## src/rtl/gray_stream_gen_pkg.sv

```systemverilog
// Shared video definitions: pattern codes, FSM encodings and the pixel formula.
// Downstream filter blocks import this package for the same codes.
package gray_stream_gen_pkg;

    localparam int CNT_W = 16;
    localparam int DIV_W = 4;
    localparam int PAT_W = 2;

    typedef enum logic [PAT_W-1:0] {
        PAT_HRAMP = 2'd0,
        PAT_VRAMP = 2'd1,
        PAT_CHECK = 2'd2,
        PAT_FLAT  = 2'd3
    } pat_e;

    typedef enum logic [2:0] {
        ST_IDLE   = 3'd0,
        ST_VPRE   = 3'd1,
        ST_LINE   = 3'd2,
        ST_HBLANK = 3'd3,
        ST_VPOST  = 3'd4
    } state_e;

    function automatic logic [7:0] pix_value(pat_e pat, logic [7:0] x, logic [7:0] y,
                                             logic [7:0] f);
        logic [7:0] v;
        case (pat)
            PAT_HRAMP: v = x;
            PAT_VRAMP: v = y;
            PAT_CHECK: v = (x[3] ^ y[3]) ? 8'hFF : 8'h00;
            default:   v = f;
        endcase
        return v;
    endfunction

endpackage

```

## src/rtl/gray_stream_gen_if.sv

```systemverilog
// Control and video-stream bundle between the gray pattern generator and its sink.
interface gray_stream_gen_if;
    import gray_stream_gen_pkg::*;

    logic             start;
    logic             continuous;
    logic [PAT_W-1:0] pattern_sel;
    logic             pre_frame_vsync;
    logic             pre_frame_hsync;
    logic             pre_frame_clken;
    logic [7:0]       pre_img_Y;
    logic             busy;
    logic             frame_done;

    modport master (
        input  start, continuous, pattern_sel,
        output pre_frame_vsync, pre_frame_hsync, pre_frame_clken, pre_img_Y,
               busy, frame_done
    );

    modport slave (
        output start, continuous, pattern_sel,
        input  pre_frame_vsync, pre_frame_hsync, pre_frame_clken, pre_img_Y,
               busy, frame_done
    );

endinterface

```

## src/rtl/gray_stream_gen.sv

```systemverilog
// Gray test-pattern frame generator: vsync/hsync envelopes, paced pixel strobes
// and a selectable 8-bit pattern, one frame per start or back-to-back.
module gray_stream_gen
    import gray_stream_gen_pkg::*;
#(
    parameter int H_ACTIVE = 640,
    parameter int V_ACTIVE = 480,
    parameter int H_BLANK  = 160,
    parameter int V_PRE    = 1000,
    parameter int V_POST   = 1000,
    parameter int PIX_DIV  = 1
) (
    input logic               clk,
    input logic               rst,
    gray_stream_gen_if.master bus
);

    state_e           state;
    logic [CNT_W-1:0] cnt;
    logic [DIV_W-1:0] div;
    logic [CNT_W-1:0] x;
    logic [CNT_W-1:0] y;
    logic [7:0]       f;
    pat_e             pat_q;

    logic             vsync;
    logic             hsync;
    logic             clken;
    logic [7:0]       img_y;
    logic             busy;
    logic             done;

    logic [7:0]       px;
    logic [7:0]       pix;

    // Value of the next strobe: first pixel of a line unless we are mid-line.
    always_comb begin
        px  = (state == ST_LINE) ? x[7:0] + 8'd1 : 8'd0;
        pix = pix_value(pat_q, px, y[7:0], f);
    end

    always_ff @(posedge clk or posedge rst) begin
        if (rst) begin
            state <= ST_IDLE;
            cnt   <= '0;
            div   <= '0;
            x     <= '0;
            y     <= '0;
            f     <= '0;
            pat_q <= PAT_HRAMP;
            vsync <= 1'b0;
            hsync <= 1'b0;
            clken <= 1'b0;
            img_y <= '0;
            busy  <= 1'b0;
            done  <= 1'b0;
        end else begin
            clken <= 1'b0;
            done  <= 1'b0;
            case (state)
                ST_IDLE: begin
                    if (bus.start) begin
                        state <= ST_VPRE;
                        busy  <= 1'b1;
                        cnt   <= '0;
                        x     <= '0;
                        y     <= '0;
                        pat_q <= pat_e'(bus.pattern_sel);
                    end
                end

                ST_VPRE: begin
                    if (cnt == CNT_W'(V_PRE - 1)) begin
                        state <= ST_LINE;
                        cnt   <= '0;
                        div   <= '0;
                        x     <= '0;
                        vsync <= 1'b1;
                        hsync <= 1'b1;
                        clken <= 1'b1;
                        img_y <= pix;
                    end else begin
                        cnt <= cnt + CNT_W'(1);
                    end
                end

                ST_LINE: begin
                    if (div == DIV_W'(PIX_DIV - 1)) begin
                        div <= '0;
                        if (x == CNT_W'(H_ACTIVE - 1)) begin
                            hsync <= 1'b0;
                            cnt   <= '0;
                            // Last line drops vsync together with hsync, no trailing blank.
                            if (y == CNT_W'(V_ACTIVE - 1)) begin
                                state <= ST_VPOST;
                                vsync <= 1'b0;
                                done  <= (V_POST == 1);
                            end else begin
                                state <= ST_HBLANK;
                                y     <= y + CNT_W'(1);
                            end
                        end else begin
                            x     <= x + CNT_W'(1);
                            clken <= 1'b1;
                            img_y <= pix;
                        end
                    end else begin
                        div <= div + DIV_W'(1);
                    end
                end

                ST_HBLANK: begin
                    if (cnt == CNT_W'(H_BLANK - 1)) begin
                        state <= ST_LINE;
                        cnt   <= '0;
                        div   <= '0;
                        x     <= '0;
                        hsync <= 1'b1;
                        clken <= 1'b1;
                        img_y <= pix;
                    end else begin
                        cnt <= cnt + CNT_W'(1);
                    end
                end

                ST_VPOST: begin
                    if (cnt == CNT_W'(V_POST - 1)) begin
                        f   <= f + 8'd1;
                        cnt <= '0;
                        if (bus.continuous) begin
                            state <= ST_VPRE;
                            x     <= '0;
                            y     <= '0;
                            pat_q <= pat_e'(bus.pattern_sel);
                        end else begin
                            state <= ST_IDLE;
                            busy  <= 1'b0;
                        end
                    end else begin
                        cnt  <= cnt + CNT_W'(1);
                        // Registered pulse must land on the final VPOST cycle.
                        done <= (cnt == CNT_W'(V_POST - 2));
                    end
                end

                default: state <= ST_IDLE;
            endcase
        end
    end

    assign bus.pre_frame_vsync = vsync;
    assign bus.pre_frame_hsync = hsync;
    assign bus.pre_frame_clken = clken;
    assign bus.pre_img_Y       = img_y;
    assign bus.busy            = busy;
    assign bus.frame_done      = done;

endmodule

```

## src/flat_wrapper.sv

```systemverilog
// flat-port wrapper written by rule: the top's interface ports become plain ports
module gray_stream_gen_flat import gray_stream_gen_pkg::*;
#(
    parameter int H_ACTIVE = 640,
    parameter int V_ACTIVE = 480,
    parameter int H_BLANK  = 160,
    parameter int V_PRE    = 1000,
    parameter int V_POST   = 1000,
    parameter int PIX_DIV  = 1
)
  (clk, rst, bus_start, bus_continuous, bus_pattern_sel, bus_pre_frame_vsync, bus_pre_frame_hsync, bus_pre_frame_clken, bus_pre_img_Y, bus_busy, bus_frame_done);
  gray_stream_gen_if bus_i ();
  input logic clk;
  input logic rst;
  input wire logic [$bits(bus_i.start)-1:0] bus_start;
  input wire logic [$bits(bus_i.continuous)-1:0] bus_continuous;
  input wire logic [$bits(bus_i.pattern_sel)-1:0] bus_pattern_sel;
  output wire logic [$bits(bus_i.pre_frame_vsync)-1:0] bus_pre_frame_vsync;
  output wire logic [$bits(bus_i.pre_frame_hsync)-1:0] bus_pre_frame_hsync;
  output wire logic [$bits(bus_i.pre_frame_clken)-1:0] bus_pre_frame_clken;
  output wire logic [$bits(bus_i.pre_img_Y)-1:0] bus_pre_img_Y;
  output wire logic [$bits(bus_i.busy)-1:0] bus_busy;
  output wire logic [$bits(bus_i.frame_done)-1:0] bus_frame_done;
  assign bus_i.start = bus_start;
  assign bus_i.continuous = bus_continuous;
  assign bus_i.pattern_sel = bus_pattern_sel;
  assign bus_pre_frame_vsync = bus_i.pre_frame_vsync;
  assign bus_pre_frame_hsync = bus_i.pre_frame_hsync;
  assign bus_pre_frame_clken = bus_i.pre_frame_clken;
  assign bus_pre_img_Y = bus_i.pre_img_Y;
  assign bus_busy = bus_i.busy;
  assign bus_frame_done = bus_i.frame_done;
  gray_stream_gen #(.H_ACTIVE(H_ACTIVE), .V_ACTIVE(V_ACTIVE), .H_BLANK(H_BLANK), .V_PRE(V_PRE), .V_POST(V_POST), .PIX_DIV(PIX_DIV)) u_core (.clk(clk), .rst(rst), .bus(bus_i));
endmodule
```

## config.mk

```make
export PLATFORM = sky130hd
export DESIGN_NAME = gray_stream_gen_flat
export DESIGN_NICKNAME = d
export VERILOG_FILES = /design/src/rtl/gray_stream_gen_pkg.sv /design/src/rtl/gray_stream_gen_if.sv /design/src/rtl/gray_stream_gen.sv /design/src/flat_wrapper.sv
export SDC_FILE = /design/constraint.sdc
export NUM_CORES = 1
export LEC_CHECK = 0
export BUFFER_PORTS_ARGS = -buffer_cell sky130_fd_sc_hd__buf_4
export CAP_MARGIN = 20
export CORE_AREA = 2 2 112 82
export DETAILED_ROUTE_END_ITERATION = 7
export DIE_AREA = 0 0 114 84
export PLACE_DENSITY = 0.78
export SYNTH_ARGS = -nofsm -noshare
export SYNTH_HDL_FRONTEND = slang
export SYNTH_SLANG_ARGS = --single-unit
```

## constraint.sdc

```tcl
create_clock -name clk -period 3.6 [get_ports clk]
set_input_delay 0.54 -clock clk [delete_from_list [all_inputs] [get_ports clk]]
set_output_delay 0.54 -clock clk [all_outputs]
set_load 0.005 [all_outputs]
```

==> flow_summary_export.csv, run 1 <==
group,metric,value,unit
placement,hpwl,7.49,mm
floorplanning,initial_core_util,0.526,
layout,final_common_cell,"dfrtp_1",
sta,finalCriticalPeriod,3120,ps
yosys,synthFlopType,"dfrtp_1",
yosys,seq_area_frac_synth,0.429,
route,drtPass1Iterations,5,
yosys,synth_nets,535,
layout,fin_nets,540,
floorplanning,rows,29,
worst_setup_path,worstReg2RegEnd,"u_core.y[6]",
clocking,clk_latency,340,ps
clocking,path_clk_slew,60,ps
clocking,htree_levels,3,
worst_setup_path,worstSetupEndpointType,"flip-flop",
yosys,netlist_area,4550,sq um
route,ant_nets,0,
yosys,syn_inst,522,
placement,gp_congestion,0.882,
floorplanning,die_y,84,um
clocking,cts.path.max_buffers,2,
clocking,root_buffer,"clkbuf_16",
sta,fmax,0.321,GHz
route,drt-initial-drc-count,342,
worst_setup_path,r2r_cells,7,
worst_setup_path,reg2reg_from,"u_core.x[0]",
route,viasPerCell,6.47,
worst_setup_path,crit_end,"u_core.y[6]",
floorplanning,die-area,9580,sq um
layout,area_growth,11.8,%
worst_setup_path,start_kind,"flip-flop",
power,vdd_drop_max,0.262,mV
sta,setup_viol,0,
worst_setup_path,arrival,3370,ps
yosys,ys_ff_latch,78,
placement,post_dp_cell_area,4730,sq um
yosys,syn-mean-instance-area,8.71,sq um
sta,finalCritPeriodShare,0.865,
sta,final_max_slew_viol_count,0,
yosys,synth_top_area_cell,"dfrtp_1",
sta,slew_headroom,0.290,
clocking,cts_made_buffers,9,
worst_setup_path,crit_fanout,27,
layout,mostFrequentLayoutCells,"dfrtp_1, nand2_1, a21oi_1",
yosys,synth_area_leaders,"dfrtp_1, nand2_1, a21oi_1",
layout,multi_input_area,2400,sq um
power,power.density,390,nW/um^2
sta,hold_violations,0,
power,leakage,2.23,nW
global_routing,grt.overflow.total,0,
worst_setup_path,crit_path_start,"u_core.x[0]",
layout,nFillCells,736,
global_routing,grt_start_max_net_pins,39,
yosys,yosysWarnings,0,
clocking,cts.sinks,78,
yosys,yosysTopAreaCellShare,0.429,
clocking,cts_tree,"built",
yosys,ys_types,60,
worst_setup_path,crit_required,3850,ps
layout,final_area,5080,sq um
sta,fin_skew,5.43,ps
floorplanning,die_w,114,um
placement,port_buffers,18,
clocking,cts.repair.resized,0,
layout,drive_above_1_share,0.109,
power,power,1.98,mW
layout,diodes,0,
clocking,holdBufCountCts,0,
global_routing,grt_util_all_layers,0.247,
yosys,async_flop_share,1.00,
sta,worst_pin_slew,1060,ps
job,drv_cap,0,
route,avgRoutedWirePerCell,17.3,um
route,route.vias.total,4143,
hold_path,min_path_type,"primary input to asynchronous set/reset pin",
layout,seqCellArea,1950,sq um
worst_setup_path,reg2reg_slack,480,ps
yosys,synth-edff-count,0,
sta,tns,0,ps
route,drc,0,
floorplanning,ios,19,
run_status,status,"finished, final reports clean",
global_routing,antenna_found_initial,0,
sta,rsz0062_at_grt,"false",
floorplanning,coreArea,8640,sq um
worst_setup_path,worstSetupPathType,"flip-flop to flip-flop",
route,drt_wl_total,11.1,mm
global_routing,grt_pass1_wl,18.9,mm
clocking,post_cts.repair.setup_buffers,0,
global_routing,grt_pass1_vias,3861,
[power breakdown]
part	leakage, nW	internal, mW	switching (mW)	total [mW]
registers	1.00	0.878	0.00624	0.884
logic	1.06	0.00783	0.0215	0.0293
clock network	0.170	0.716	0.351	1.07
[cells in the mapped netlist, types with 3 or more instances]
| master | n |
|---|---|
| mux2_2 | 3 |
| o211ai_1 | 5 |
| nor3b_1 | 3 |
| nand4_1 | 13 |
| nor3_1 | 10 |
| nor4_1 | 5 |
| nand2_1 | 60 |
| a21oi_1 | 42 |
| nor2_1 | 34 |
| a41oi_1 | 4 |
| xor2_1 | 4 |
| and2_1 | 4 |
| o21ai_0 | 41 |
| nand3_1 | 30 |
| o31a_1 | 4 |
| o31ai_1 | 16 |
| o21a_1 | 4 |
| nor2b_1 | 5 |
| xnor2_1 | 10 |
| ha_1 | 7 |
| dfrtp_1 | 78 |
| clkbuf_1 | 20 |
| buf_2 | 7 |
| a31oi_1 | 19 |
| and4_1 | 3 |
| or4_1 | 13 |
| nand2b_1 | 4 |
| or2_2 | 3 |
| and3_1 | 12 |
| or3_1 | 4 |
| inv_1 | 14 |
[flip-flops by register name, summed over array words and instances, names as in the netlist]
register,cells
u_core.bus.frame_done,1
u_core.bus.pre_frame_clken,1
u_core.cnt,16
u_core.x,16
u_core.pat_q,2
u_core.state,3
u_core.y,16
u_core.bus.pre_frame_hsync,1
u_core.bus.pre_img_Y,8
u_core.div,4
u_core.bus.busy,1
u_core.f,8
u_core.bus.pre_frame_vsync,1
[cell families (layout without fill, tap and decap cells)]
family,count (synthesis),in the layout,synth area share
xor gates and xnor gates,14,14,0.0270
adders and majority gates,7,7,0.0193
and+or+nand+nor,219,219,0.263
AOI/OAI and AO/OA,154,154,0.207
DFF,78,78,0.429
buffers and inverters,45,55,0.0424
muxes,5,5,0.0118
[worst min-delay path by stage]
stage / start / to / slack (ps) / cells after the start
after floorplan: u_core.f[7] / u_core.f[7] / 440 / 1
after global placement: u_core.f[7] / u_core.f[7] / 460 / 1
after detailed placement: u_core.f[7] / u_core.f[7] / 460 / 1
after CTS: rst / u_core.x[5] / 300 / 2
after global routing: rst / u_core.x[5] / 330 / 2
final: rst / u_core.x[5] / 270 / 2
[metal layers]
layer,wire [um],up-vias,global-route usage,share of wire
met3,845,21,0.0741,0.076
met5,0,-,0,0
met4,167,0,0.0698,0.015
met2,5020,178,0.361,0.45
met1,5030,1999,0.356,0.45
li1,-,1945,-,-
[final cells by class]
class                   instances  area share
multi-input cells             399       0.473
clock buffers                  13      0.0512
inverters                      14      0.0106
clock inverters                 3      0.0177
well taps                     108      0.0266
flip-flops and latches         78       0.384
repair buffers                 25      0.0369
[worst max-delay path, cell delays in order, from the launching register on]
cell	delay, ps
dfrtp_1	410
ha_1	270
and3_1	280
and4_4	290
a21oi_2	90
or4_1	900
or4_1	590
a21oi_1	190
[per-stage QoR]
stage                     hold slack [ps]  utilization  setup WS, ps  cells
after CTS                             296        0.588           564    640
after detailed placement              463        0.548           565    624
after floorplan                       442            -          1060    522
final                                 274        0.588           484    640
after global routing                  334        0.588           332    640
after global placement                461        0.548           684    624
(Power assumes the default switching activity.)
==> inputs of run 2 (changes only) <==
CORE_AREA = 2 2 140 101   (was 2 2 112 82)
DIE_AREA = 0 0 142 103   (was 0 0 114 84)
PLACE_DENSITY = 0.56   (was 0.78)
==> run 2 against run 1 <==
Against the previous run:
- clock power decreased by 9%
- first-iteration DRC count is 7.0% higher
- worst hold slack gained 32 ps
- global-route usage fell by 8.6 points
- critical path depth unchanged
- clock-buffer cell count fell by 1
- routed wire length is 0.55% higher
- power is 4.5% lower
- via count decreased by 2.6%
- final area up 1.0%
- largest power group unchanged
==> flow_summary_export.csv, run 2 (synthesized netlist as in run 1, its figures left out) <==
group,metric,value,unit
global_routing,grt_pass1_vias,3709,
sta,fin_skew,7.76,ps
sta,finalCritPeriodShare,0.846,
clocking,holdBufCountCts,0,
layout,final_area,5130,sq um
layout,final_common_cell,"dfrtp_1",
route,drtPass1Iterations,5,
floorplanning,ios,19,
worst_setup_path,reg2reg_slack,550,ps
worst_setup_path,worstSetupPathType,"flip-flop to flip-flop",
placement,dp_cells,688,
global_routing,grt.overflow.total,0,
layout,mostFrequentLayoutCells,"dfrtp_1, nand2_1, a21oi_1",
worst_setup_path,start_kind,"flip-flop",
floorplanning,initial_core_util,0.338,
global_routing,grt_start_max_net_pins,43,
run_status,status,"finished, final reports clean",
worst_setup_path,worst-path-stages,7,
route,avgRoutedWirePerCell,15.8,um
clocking,htree_levels,3,
layout,diodes,0,
route,route.vias.total,4035,
placement,hpwl,7.90,mm
job,drv_cap,0,
layout,area_growth,12.9,%
power,leakage,2.22,nW
worst_setup_path,worstReg2RegEnd,"u_core.y[6]",
global_routing,grt.busiest_layer,"met1",
hold_path,min_path_type,"primary input to asynchronous set/reset pin",
route,ant_nets,0,
layout,drive_above_1_share,0.111,
sta,finalCriticalPeriod,3050,ps
layout,largest_registers,"u_core.cnt (16), u_core.x (16), u_core.y (16)",
clocking,cts.repair.resized,0,
clocking,root_buffer,"clkbuf_16",
clocking,clk_latency,340,ps
floorplanning,die-area,14600,sq um
sta,fmax,0.328,GHz
worst_setup_path,crit_fanout,27,
worst_setup_path,crit_buf_inv,0,
route,viasPerCell,5.73,
power,vdd_drop_max,0.202,mV
sta,tns,0,ps
clocking,cts.sinks,78,
worst_setup_path,cpMostUsedCell,"or4_1",
worst_setup_path,arrival,3300,ps
placement,gp_congestion,0.904,
worst_setup_path,critPathTopFamily,"simple AND/OR/NAND/NOR gates",
route,drt_wl_total,11.1,mm
global_routing,grt_util_all_layers,0.161,
sta,final_max_slew_viol_count,0,
worst_setup_path,crit_required,3850,ps
worst_setup_path,crit_path_start,"u_core.x[0]",
sta,hold_violations,0,
route,drt-initial-drc-count,366,
route,drc,0,
global_routing,grt_pass1_wl,18.8,mm
worst_setup_path,r2r_cells,7,
worst_setup_path,reg2reg_from,"u_core.x[0]",
clocking,post_cts.repair.setup_buffers,0,
clocking,path_clk_slew,60,ps
sta,rsz0062_at_grt,"false",
sta,slew_headroom,0.301,
clocking,cts_tree,"built",
worst_setup_path,cpMaxStageDelayCell,"or4_1",
placement,port_buffers,18,
placement,post_dp_cell_area,4820,sq um
floorplanning,die_y,103,um
layout,fin_nets,541,
clocking,cts.path.max_buffers,2,
sta,setup_viol,0,
global_routing,met3_usage,0.0367,
global_routing,antenna_found_initial,0,
floorplanning,coreArea,13500,sq um
global_routing,use_met2,0.228,
layout,nFillCells,1337,
worst_setup_path,worstSetupEndpointType,"flip-flop",
worst_setup_path,crit_end,"u_core.y[6]",
global_routing,grt_use_met1,0.245,
floorplanning,rows,36,
worst_setup_path,path_cells,"ha_1, and3_1, and4_4, a21oi_2, or4_1, or4_1, a21oi_1",
clocking,cts_made_buffers,9,
power,power.density,369,nW/um^2
worst_setup_path,max_stage_delay,890,ps
layout,instances_no_fill,704,
sta,worst_pin_slew,1040,ps
floorplanning,die_w,142,um
[run 2: cell count changes in the layout (fill, tap and decap cells not counted), sizes merged]
cell and delta:
bufinv -1, clkinv +2, buf +1, clkbuf -1
[run 2: area by class of cell]
type | count | area, sq um | share of cell area
clock buffers | 12 | 246 | 0.0480
repair buffers | 26 | 195 | 0.0380
clock inverters | 4 | 70.1 | 0.0137
flip-flops and latches | 78 | 1950 | 0.380
well taps | 171 | 214 | 0.0417
multi-input cells | 399 | 2400 | 0.468
inverters | 14 | 53.8 | 0.0105
[run 2: worst min path at each step]
stage | from | endpoint | slack, ps | depth (start not counted)
final | rst | u_core.f[1] | 310 | 2
after global routing | rst | u_core.state[0] | 370 | 2
after CTS | rst | u_core.bus.pre_img_Y[6] | 330 | 2
after detailed placement | u_core.f[7] | u_core.f[7] | 460 | 1
after global placement | u_core.f[7] | u_core.f[7] | 460 | 1
after floorplan | u_core.f[7] | u_core.f[7] | 440 | 1
[run 2: metrics by stage]
stage	setup WS (ps)	util	hold slack [ps]	power [mW]
2_1_floorplan	1060	-	442	0.917
3_3_place_gp	650	0.358	463	0.931
3_5_place_dp	592	0.358	464	0.931
4_1_cts	560	0.381	326	1.92
5_1_grt	328	0.381	366	1.96
6_report	554	0.381	307	1.89
[run 2: routing by layer]
| layer | vias up | wire, um |
|---|---|---|
| met2 | 91 | 4690 |
| met1 | 1984 | 5810 |
| met5 | - | 0 |
| met3 | 9 | 540 |
| met4 | 0 | 81 |
| li1 | 1951 | - |
[run 2: where the power goes]
| part | total (mW) | internal (mW) | switching (mW) | leakage, nW |
|---|---|---|---|---|
| sequential | 0.884 | 0.878 | 0.00621 | 1.00 |
| combinational | 0.0292 | 0.00783 | 0.0214 | 1.06 |
| clock | 0.978 | 0.624 | 0.354 | 0.157 |
| total | 1.89 | 1.51 | 0.381 | 2.22 |
==> inputs of run 3 (changes only) <==
ABC_AREA = 1   (was unset)
CORE_AREA = 2 2 147 106   (was 2 2 140 101)
DIE_AREA = 0 0 149 108   (was 0 0 142 103)
PLACE_DENSITY = 0.58   (was 0.56)
clock period = 2.6 ns   (was 3.6 ns; I/O delays follow)
==> run 3 against run 2 <==
Against the previous run:
- worst hold slack got worse by 200 ps
- combinational power increased to 57 times the previous value
- routed wire length increased by 12%
- final area increased by 11%
- critical path depth increased by 3
- cell count increased by 34%
- largest power group is now combinational logic
==> flow_summary_export.csv, run 3 <==
group,metric,value,unit
yosys,yosys-top-cells-count,"nand2_1, nor2_1, nand3_1",
worst_setup_path,worst-path-stages,10,
sta,tns,0,ps
worst_setup_path,crit_buf_inv,1,
placement,gp_congestion,0.900,
yosys,netlist_area,5060,sq um
global_routing,antenna_found_initial,0,
yosys,async_flop_share,1.00,
yosys,yosysTopAreaCellShare,0.386,
sta,whs,103,ps
route,drc,0,
hold_path,min_path_type,"primary input to asynchronous set/reset pin",
yosys,syn_inst,727,
sta,setup_viol,0,
route,drt-initial-drc-count,395,
sta,slew_headroom,0.481,
yosys,yosysWarnings,0,
job,drv_cap,0,
layout,drive_above_1_share,0.0988,
floorplanning,rows,37,
clocking,holdBufCountCts,0,
placement,hpwl,9.02,mm
power,leakage,2.69,nW
yosys,synthSimpleGateAreaFrac,0.430,
clocking,clk_latency,340,ps
layout,largest_registers,"u_core.cnt (16), u_core.x (16), u_core.y (16)",
yosys,synth_area_leaders,"dfrtp_1, nand2_1, nand3_1",
worst_setup_path,critPathTopFamily,"simple AND/OR/NAND/NOR gates",
sta,finalCritPeriodShare,0.865,
yosys,synth_nets,740,
sta,fmax,0.445,GHz
yosys,synth_top_area_cell,"dfrtp_1",
clocking,root_buffer,"clkbuf_16",
global_routing,grt_pass1_wl,21.4,mm
sta,fin_skew,6.16,ps
layout,final_common_cell,"nand2_1",
yosys,synth_compound_area_frac,0.0421,
floorplanning,die-area,16100,sq um
worst_setup_path,reg2reg_slack,350,ps
worst_setup_path,cpMaxStageDelayCell,"dfrtp_1",
floorplanning,coreArea,14500,sq um
floorplanning,die_w,149,um
clocking,cts_tree,"built",
clocking,post_cts.repair.setup_buffers,0,
worst_setup_path,worstSetupEndpointType,"flip-flop",
global_routing,grt_pass1_vias,4162,
clocking,cts.sinks,78,
placement,port_buffers,18,
yosys,synth_top_family_by_area,"simple AND/OR/NAND/NOR gates",
clocking,path_clk_slew,60,ps
yosys,synthMuxAreaShare,0,
sta,final_max_slew_viol_count,0,
worst_setup_path,worstSetupPathType,"flip-flop to flip-flop",
worst_setup_path,arrival,2480,ps
layout,seqCellArea,1950,sq um
route,drtPass1Iterations,5,
clocking,cts.repair.resized,0,
yosys,synth-edff-count,0,
worst_setup_path,start_kind,"flip-flop",
layout,nFillCells,1551,
sta,worst_pin_slew,778,ps
power,power.density,812,nW/um^2
run_status,status,"finished, final reports clean",
placement,pre_cts_slack,369,ps
clocking,htree_levels,3,
yosys,synth.most_common_cell,"nand2_1",
yosys,synth_adder_area_share,0.0173,
yosys,synth_xor_area_frac,0.0606,
global_routing,grt_util_all_layers,0.167,
global_routing,grt_start_max_net_pins,79,
yosys,ys_ff_latch,78,
layout,area_growth,13.0,%
layout,fin_nets,758,
layout,mostFrequentLayoutCells,"nand2_1, nor2_1, nand3_1",
route,drt_wl_total,12.4,mm
layout,diodes,0,
yosys,syn-mean-instance-area,6.96,sq um
worst_setup_path,reg2reg_from,"u_core.x[0]",
sta,fin_ws,351,ps
worst_setup_path,crit_required,2830,ps
route,viasPerCell,4.80,
power,vdd_drop_max,0.395,mV
route,ant_nets,0,
route,route.vias.total,4534,
worst_setup_path,r2r_cells,10,
yosys,ys_types,35,
floorplanning,initial_core_util,0.348,
floorplanning,ios,19,
sta,hold_violations,0,
worst_setup_path,worstReg2RegEnd,"u_core.bus.pre_img_Y[4]",
sta,finalCriticalPeriod,2250,ps
global_routing,grt.overflow.total,0,
worst_setup_path,crit_fanout,11,
clocking,cts.path.max_buffers,2,
route,avgRoutedWirePerCell,13.2,um
worst_setup_path,path_cells,"ha_1, nand2_2, nor2_2, inv_2, nor2_4, nand2_2, nand3_1, nand2_1, nand3_1, nand2_1",
sta,rsz0062_at_grt,"false",
floorplanning,die_y,108,um
yosys,seq_area_frac_synth,0.386,
worst_setup_path,max_stage_delay,480,ps
layout,multi_input_area,2780,sq um
clocking,cts_made_buffers,9,
yosys,synthFlopType,"dfrtp_1",
run 3: changes by cell type after synthesis, moves of 23 or more:
cell,before,now
a21oi_1,42,7
nand3_1,30,85
inv_1,14,49
nor2_1,34,99
xor2_1,4,27
nand2_1,60,247
run 3: report_power, final:
part / switching (mW) / internal, mW
clock network: 0.506 / 0.889
registers: 0.213 / 1.38
logic: 1.16 / 0.495
total: 1.88 / 2.77
run 3: logic make-up after synthesis:
logic type,count (synthesis)
AO/OA/AOI/OAI,36
AND/OR/NAND/NOR,496
XOR/XNOR,35
buffers and inverters,75
adder cells (fa/ha/maj),7
flip-flops,78
run 3: metal layers:
metal | up-vias | global-route usage | part of all wire
met1 | 2053 | 0.272 | 0.57
met4 | 0 | 0.0306 | 0.0061
met5 | - | 0 | 0
met2 | 95 | 0.225 | 0.38
met3 | 9 | 0.0329 | 0.047
li1 | 2377 | - | -
run 3: worst register-to-register path, delay by kind of cell, from the launching register on:
| family | cells | cell delay, ps |
|---|---|---|
| flip-flops | 1 | 480 |
| AND/OR/NAND/NOR | 8 | 1310 |
| adder cells (fa/ha/maj) | 1 | 290 |
| buffers and inverters | 1 | 80 |
run 3: final cells by class:
class	count	area share
inverters	57	0.0376
well taps	195	0.0427
flip-flops and latches	78	0.341
clock buffers	12	0.0449
repair buffers	25	0.0350
clock inverters	3	0.0118
multi-input cells	574	0.487
run 3: how the worst max path moves through the flow:
stage	from	to	slack [ps]
after CTS	u_core.x[0]	u_core.bus.pre_img_Y[4]	360
final	u_core.x[0]	u_core.bus.pre_img_Y[4]	350
after global routing	u_core.x[0]	u_core.y[10]	170
after global placement	u_core.x[0]	u_core.bus.pre_img_Y[4]	350
after detailed placement	u_core.x[0]	u_core.bus.pre_img_Y[4]	370
after floorplan	rst	u_core.bus.busy	210
run 3: metrics by stage:
| step | cell area (sq um) | utilization | std cells | power [mW] |
|---|---|---|---|---|
| 6_report | 5720 | 0.393 | 944 | 4.64 |
| 5_1_grt | 5720 | 0.393 | 944 | 4.97 |
| 4_1_cts | 5720 | 0.393 | 944 | 4.66 |
| 3_5_place_dp | 5390 | 0.371 | 929 | 3.26 |
| 3_3_place_gp | 5390 | 0.371 | 929 | 3.26 |
| 2_1_floorplan | 5060 | - | 727 | 2.81 |
